$ cat src/rtl/button_conditioner.sv
// Pushbutton front end: per-key two-flop synchronizer and debounce FSM,
// one-cycle press events with processor-reset priority, synchronized switches.

module button_channel #(
  parameter int DEBOUNCE_CYCLES = 4,
  parameter int CNT_W           = 20
) (
  input  logic Clk,
  input  logic Reset,
  input  logic key_n,
  output logic accept,
  output logic held
);

  typedef enum logic [1:0] {IDLE, PRESS_WAIT, PRESSED, RELEASE_WAIT} state_t;

  localparam logic [CNT_W-1:0] LAST = CNT_W'(DEBOUNCE_CYCLES - 1);
  localparam bit SINGLE = (DEBOUNCE_CYCLES == 1);

  logic             sync1, sync2;
  state_t           state, state_n;
  logic [CNT_W-1:0] cnt, cnt_n;

  // Synchronizer resets to the released level so reset never looks like a press.
  always_ff @(posedge Clk or posedge Reset) begin
    if (Reset) begin
      sync1 <= 1'b1;
      sync2 <= 1'b1;
    end else begin
      sync1 <= key_n;
      sync2 <= sync1;
    end
  end

  always_comb begin
    state_n = state;
    cnt_n   = cnt;
    accept  = 1'b0;
    case (state)
      IDLE: begin
        cnt_n = '0;
        if (!sync2) begin
          // With a single-sample window the first low sample is already stable.
          if (SINGLE) begin
            state_n = PRESSED;
            accept  = 1'b1;
          end else begin
            state_n = PRESS_WAIT;
            cnt_n   = CNT_W'(1);
          end
        end
      end
      PRESS_WAIT: begin
        if (sync2) begin
          state_n = IDLE;
          cnt_n   = '0;
        end else if (cnt == LAST) begin
          state_n = PRESSED;
          cnt_n   = '0;
          accept  = 1'b1;
        end else begin
          cnt_n = cnt + 1'b1;
        end
      end
      PRESSED: begin
        cnt_n = '0;
        if (sync2) begin
          if (SINGLE) begin
            state_n = IDLE;
          end else begin
            state_n = RELEASE_WAIT;
            cnt_n   = CNT_W'(1);
          end
        end
      end
      RELEASE_WAIT: begin
        if (!sync2) begin
          state_n = PRESSED;
          cnt_n   = '0;
        end else if (cnt == LAST) begin
          state_n = IDLE;
          cnt_n   = '0;
        end else begin
          cnt_n = cnt + 1'b1;
        end
      end
      default: begin
        state_n = IDLE;
        cnt_n   = '0;
      end
    endcase
  end

  always_ff @(posedge Clk or posedge Reset) begin
    if (Reset) begin
      state <= IDLE;
      cnt   <= '0;
      held  <= 1'b0;
    end else begin
      state <= state_n;
      cnt   <= cnt_n;
      held  <= (state_n == PRESSED) || (state_n == RELEASE_WAIT);
    end
  end

endmodule

module button_conditioner #(
  parameter int DEBOUNCE_CYCLES = 4,
  parameter int CNT_W           = 20
) (
  input  logic       Clk,
  input  logic       Reset,
  input  logic       Key_Run_n,
  input  logic       Key_ClearA_LoadB_n,
  input  logic       Key_Reset_n,
  input  logic [7:0] SW,
  output logic       Run_pulse,
  output logic       ClearA_LoadB_pulse,
  output logic       Reset_pulse,
  output logic [2:0] Held,
  output logic [7:0] S_sync
);

  localparam int NUM_LANES = 3;

  logic [NUM_LANES-1:0] keys_n;
  logic [NUM_LANES-1:0] accept;
  logic [7:0]           sw_meta;

  assign keys_n = {Key_Reset_n, Key_ClearA_LoadB_n, Key_Run_n};

  for (genvar i = 0; i < NUM_LANES; i++) begin : g_lane
    button_channel #(
      .DEBOUNCE_CYCLES(DEBOUNCE_CYCLES),
      .CNT_W          (CNT_W)
    ) u_chan (
      .Clk   (Clk),
      .Reset (Reset),
      .key_n (keys_n[i]),
      .accept(accept[i]),
      .held  (Held[i])
    );
  end

  // A processor reset accepted in the same cycle swallows Run/ClearA_LoadB events.
  always_ff @(posedge Clk or posedge Reset) begin
    if (Reset) begin
      Run_pulse          <= 1'b0;
      ClearA_LoadB_pulse <= 1'b0;
      Reset_pulse        <= 1'b0;
    end else begin
      Reset_pulse        <= accept[2];
      ClearA_LoadB_pulse <= accept[1] & ~accept[2];
      Run_pulse          <= accept[0] & ~accept[2];
    end
  end

  always_ff @(posedge Clk or posedge Reset) begin
    if (Reset) begin
      sw_meta <= 8'h00;
      S_sync  <= 8'h00;
    end else begin
      sw_meta <= SW;
      S_sync  <= sw_meta;
    end
  end

endmodule
$ cat config.mk
export PLATFORM = sky130hd
export DESIGN_NAME = button_conditioner
export DESIGN_NICKNAME = d
export VERILOG_FILES = /design/src/rtl/button_conditioner.sv
export SDC_FILE = /design/constraint.sdc
export NUM_CORES = 1
export LEC_CHECK = 0
export CAP_MARGIN = 20
export CORE_MARGIN = 4
export CORE_UTILIZATION = 55
export DETAILED_ROUTE_END_ITERATION = 10
export GPL_ROUTABILITY_DRIVEN = 0
export GPL_TIMING_DRIVEN = 0
export PLACE_DENSITY = 0.75
export SLEW_MARGIN = 0
export SYNTH_ARGS = -nofsm -noshare
export SYNTH_HDL_FRONTEND = slang
export SYNTH_HIERARCHICAL = 1
export SYNTH_SLANG_ARGS = --single-unit
export TNS_END_PERCENT = 50
$ cat constraint.sdc
create_clock -name Clk -period 2.5 [get_ports Clk]
set_input_delay 0.5 -clock Clk [delete_from_list [all_inputs] [get_ports Clk]]
set_output_delay 0.5 -clock Clk [all_outputs]
set_load 0.005 [all_outputs]
Word level (Yosys, flattened, before mapping)
Index checks and enable logic that the tools add are counted.

Register bits: 94. Input port bits: 13. Output and inout port bits: 14. Logic and storage cells: 98.

$add $sub $neg: 3. Eq/ne operators: 18. Multiplexer cells: 48. Bitwise operators: 3. Reduce and logical (&&, ||, !) cells: 6.

Operator list (count): 20-bit one-hot mux with 4 select lines (3); 20-bit 2-to-1 mux (9); 20-bit by 1-bit adder with 20-bit output (second input constant) (3); 20-bit by 2-bit == test with 1-bit output (second input constant) (3); 2-bit 2-to-1 mux (18); 2-bit == test (second input constant) (12); 2-bit one-hot mux with 4 select lines (3); 1-bit 2-to-1 mux (15); 2-bit by 1-bit == test with 1-bit output (second input constant) (3); 2-bit logical NOT (3); 1-bit logical OR (3); 1-bit bitwise AND (2); 1-bit inverter (1).

Logic depth before layout (Yosys ltp)
Depth in word-level cells: 6. Depth in mapped cells: 6. Gate-level depth less buffers: 5.

By module
Netlist, hierarchy kept.

By module, submodules not included: button_channel (g_lane[0].u_chan ...) (times used 2, cells an instance 131, area each 1342.5 sq um, seq. area each 603.1 sq um); button_channel (g_lane[2].u_chan) (times used 1, cells an instance 122, area each 1238.7 sq um, seq. area each 628.1 sq um); button_conditioner (times used 1, cells an instance 22, area each 491.7 sq um, seq. area each 475.5 sq um).

Least setup slack after synthesis
OpenSTA, ideal clock, no wires.

Kind: register -> register. Start: reg g_lane[2].u_chan.cnt[3]. End: reg g_lane[2].u_chan.cnt[10]. Setup time: 0.121 ns. Arrival: 1.612 ns. Data required time: 2.379 ns. Setup slack: 0.767 ns. Cell stages (with the launch flop): 7. Buffers on the path: 2. Clock period less this slack: 1.733 ns. Path through: dfrtp_1 > buf_2 > nor4_1 > nand4_1 > o41ai_4 > buf_2 > nor2_1.

Longest elaborated chain between the ends: 4.

RTL lines: start, declared (RTL line 22) `logic [CNT_W-1:0] cnt, cnt_n;`; start signal, assigned (RTL line 101) `cnt <= cnt_n;`; 20-bit by 1-bit adder with 20-bit output / 20-bit by 2-bit == test with 1-bit output (equally long branches); 20-bit 2-to-1 mux (*) (RTL line 57, 80); 20-bit 2-to-1 mux, on equally long branches (RTL line 77, 54); 20-bit one-hot mux with 4 select lines (*) (RTL line 39) `case (state)`; via g_lane[2].u_chan.cnt_n[10] (RTL line 22).

Mark *: on every way through the listed nets, which the timed path passes. The rest lies on a longest branch.

Final worst setup path
Start: reg g_lane[2].u_chan.cnt[3]. End: reg g_lane[2].u_chan.cnt[16].

The elaborated chain is that of the path after synthesis.

==> impl_metrics.json <==
{
  "cts_buffers": 9,
  "firstDrtPassIters": 4,
  "synth_cells": 406,
  "dieArea_um2": 9530,
  "cp-start-kind": "register",
  "antenna_found_initial": 0,
  "dr.first_iter.drc_count": 106,
  "drc_errors": 0,
  "h-tree-depth": 3,
  "status": "complete, no violations",
  "max_freq_mhz": 469,
  "drv_slew": 0,
  "setup_tns_ps": 0,
  "hp-class": "register to register",
  "cts_resized": 0,
  "num_antenna_cells": 0,
  "die_h_um": 97.6,
  "crit_fanout": 10,
  "grt_pass1_vias": 3096,
  "top_usage_layer": "met2",
  "stdcell_count": 551,
  "grt_util_met2_pct": 30.1,
  "dp.cells": 534,
  "start_util_pct": 56.8,
  "yosysWarnings": 6,
  "postRouteAntennaNets": 0,
  "grt_use_met3_pct": 4.16,
  "viasPerCell": 5.61,
  "clk_pin_slew_ps": 100,
  "min_period_over_period_pct": 85.4,
  "filler_cell_count": 600,
  "mostFrequentLayoutCells": "dfrtp_1, nor2_1, xnor2_1, inv_1, clkdlybuf4s50_1",
  "setup_viol": 0,
  "setup_ws_ps": 366,
  "clockBufferDepth": 2,
  "synth_top_area_share_pct": 48.7,
  "drive_gt1_share_pct": 17.4,
  "worstPathRequired_ps": 2750,
  "finClkSkew_ps": 7.13,
  "cp_data_arrival_time_ps": 2380,
  "wirelength_um": 8280,
  "worstMarginPinSlew_ps": 919,
  "power_leakage_nw": 1.99,
  "synth_seq_cells": 92,
  "hold_slack_ps": 355,
  "finalHoldViolCount": 0,
  "grt_max_degree": 26,
  "cts_sinks": 92,
  "yosys.area.top_type": "dfrtp_1",
  "critPathKind": "register to register",
  "area_delta_synth_final_pct": 13.9,
  "core-area_um2": 7770,
  "io_pins": 27,
  "grt.total_usage_pct": 18.6,
  "place_ws_ps": 398,
  "layout_commonest_cell": "dfrtp_1",
  "ir_drop_v": 0.000352,
  "syn_nets": 422,
  "p_total_w": 0.00339,
  "vias": 3092,
  "grt_pass1_wl_um": 14600,
  "synth-edff-count": 0,
  "port_buffers": 26,
  "grt_setup_unrepaired": "no",
  "slew_headroom_pct": 38.7,
  "powerDensity_nw_per_um2": 675,
  "cts_hold_buf": 0,
  "die_x_um": 97.6,
  "async_reset_ff_share_pct": 100,
  "post-route-min-period_ps": 2130,
  "grt_overflow_total": 0,
  "tritoncts": "built",
  "synth_cell_types": 43,
  "seq_area_frac_synth_pct": 52.3,
  "clock_tree.root_cell": "clkbuf_8",
  "rows": 32,
  "worstSkewPairLatency_ps": 360,
  "nNetsFinal": 460,
  "synth_area_per_cell_um2": 10.9,
  "maxCapViolations": 0,
  "end_kind": "register",
  "routedWlPerCell_um": 15.0,
  "grtUsageMet1_pct": 24.8,
  "hpwlAfterDp_um": 5770,
  "synth-main-ff-cell": "dfrtp_1",
  "post_cts_buffers": 0,
  "yosys-top-cells-area": "dfrtp_1, xnor2_1, nor2_1, dfstp_2, nor4_1",
  "syn_area_um2": 4420
}
power by group:
| part | internal, W | total [W] | switching (W) |
|---|---|---|---|
| Clock | 0.000396 | 0.000978 | 0.000582 |
| Combinational | 0.000270 | 0.000671 | 0.000401 |
| Sequential | 0.00162 | 0.00174 | 0.000124 |
cell type report:
type	count	area, um^2	area share (%)
well taps	102	128	2.54
multi-input cells	274	1910	38.1
flip-flops and latches	92	2310	45.9
clock inverters	7	73.8	1.47
plain buffers	14	93.8	1.87
inverters	26	97.6	1.94
repair buffers	27	288	5.72
clock buffers	9	124	2.46
final timing paths:
kind	start	to	slack [ps]	depth (start not counted)
setup / recovery	g_lane[2].u_chan/cnt[3]$_DFF_PP0_	g_lane[2].u_chan/cnt[16]$_DFF_PP0_	370	6
hold / removal	g_lane[2].u_chan/sync1$_DFF_PP1_	g_lane[2].u_chan/sync2$_DFF_PP1_	350	0
setup reg to reg	g_lane[2].u_chan/cnt[3]$_DFF_PP0_	g_lane[2].u_chan/cnt[16]$_DFF_PP0_	370	6
hold reg to reg	g_lane[2].u_chan/sync1$_DFF_PP1_	g_lane[2].u_chan/sync2$_DFF_PP1_	350	0
max in group asynchronous	Reset	g_lane[2].u_chan/cnt[18]$_DFF_PP0_	1190	2
min in group asynchronous	Reset	g_lane[1].u_chan/cnt[5]$_DFF_PP0_	570	2
synth_stat cells, types with 3 or more instances:
library cell,n
nor4_1,22
nor4_2,10
nor2_1,58
o21ai_0,4
or3_1,4
nand4_1,12
nor2_2,4
or4_1,3
dfstp_2,6
dfrtp_1,86
a211oi_1,3
xnor2_1,32
and3_2,3
buf_6,4
nand3_1,21
nor3_1,15
nand2_1,13
xor2_1,13
inv_1,26
mux2i_1,7
nand3_2,5
ha_1,3
buf_2,9
a21oi_1,9
cells by family (layout without fill, tap and decap cells):
logic type,after synthesis,after routing,synth area share [%]
adder cells (fa/ha/maj),3,3,0.850
AND/OR/NAND/NOR,192,192,26.7
XOR/XNOR,45,45,8.93
multiplexers,7,7,1.59
flip-flops,92,92,52.3
AO/OA/AOI/OAI,27,27,5.27
buffers and inverters,40,83,4.34
state kept, by name (all words and copies together) (netlist names):
name and cells:
ClearA_LoadB_pulse 1, Reset_pulse 1, Run_pulse 1, S_sync 8, g_lane.u_chan/cnt 60, g_lane.u_chan/held 3, g_lane.u_chan/state 4, g_lane.u_chan/sync1 3
g_lane.u_chan/sync2 3, sw_meta 8
worst max-delay path, cell delays in order, from the launching register on:
cell     delay [ps]
dfrtp_1         380
buf_2           160
nor4_1          270
nand4_1         260
o41ai_4         540
buf_2           340
nor2_1           80
stage by stage:
stage | utilization (%) | cell area (um^2)
finish | 64.7 | 5030
global route | 64.7 | 5030
CTS | 64.4 | 5000
detailed placement | 61.8 | 4800
global placement | 61.8 | 4800
floorplan | - | 4420
routing by layer:
metal / part of all wire, % / vias to the layer above
li1: - / 1502
met1: 44 / 1510
met2: 50 / 70
met3: 4.3 / 10
met4: 1.2 / 0
met5: 0 / -
No activity file was read; power rests on OpenSTA's default activity.
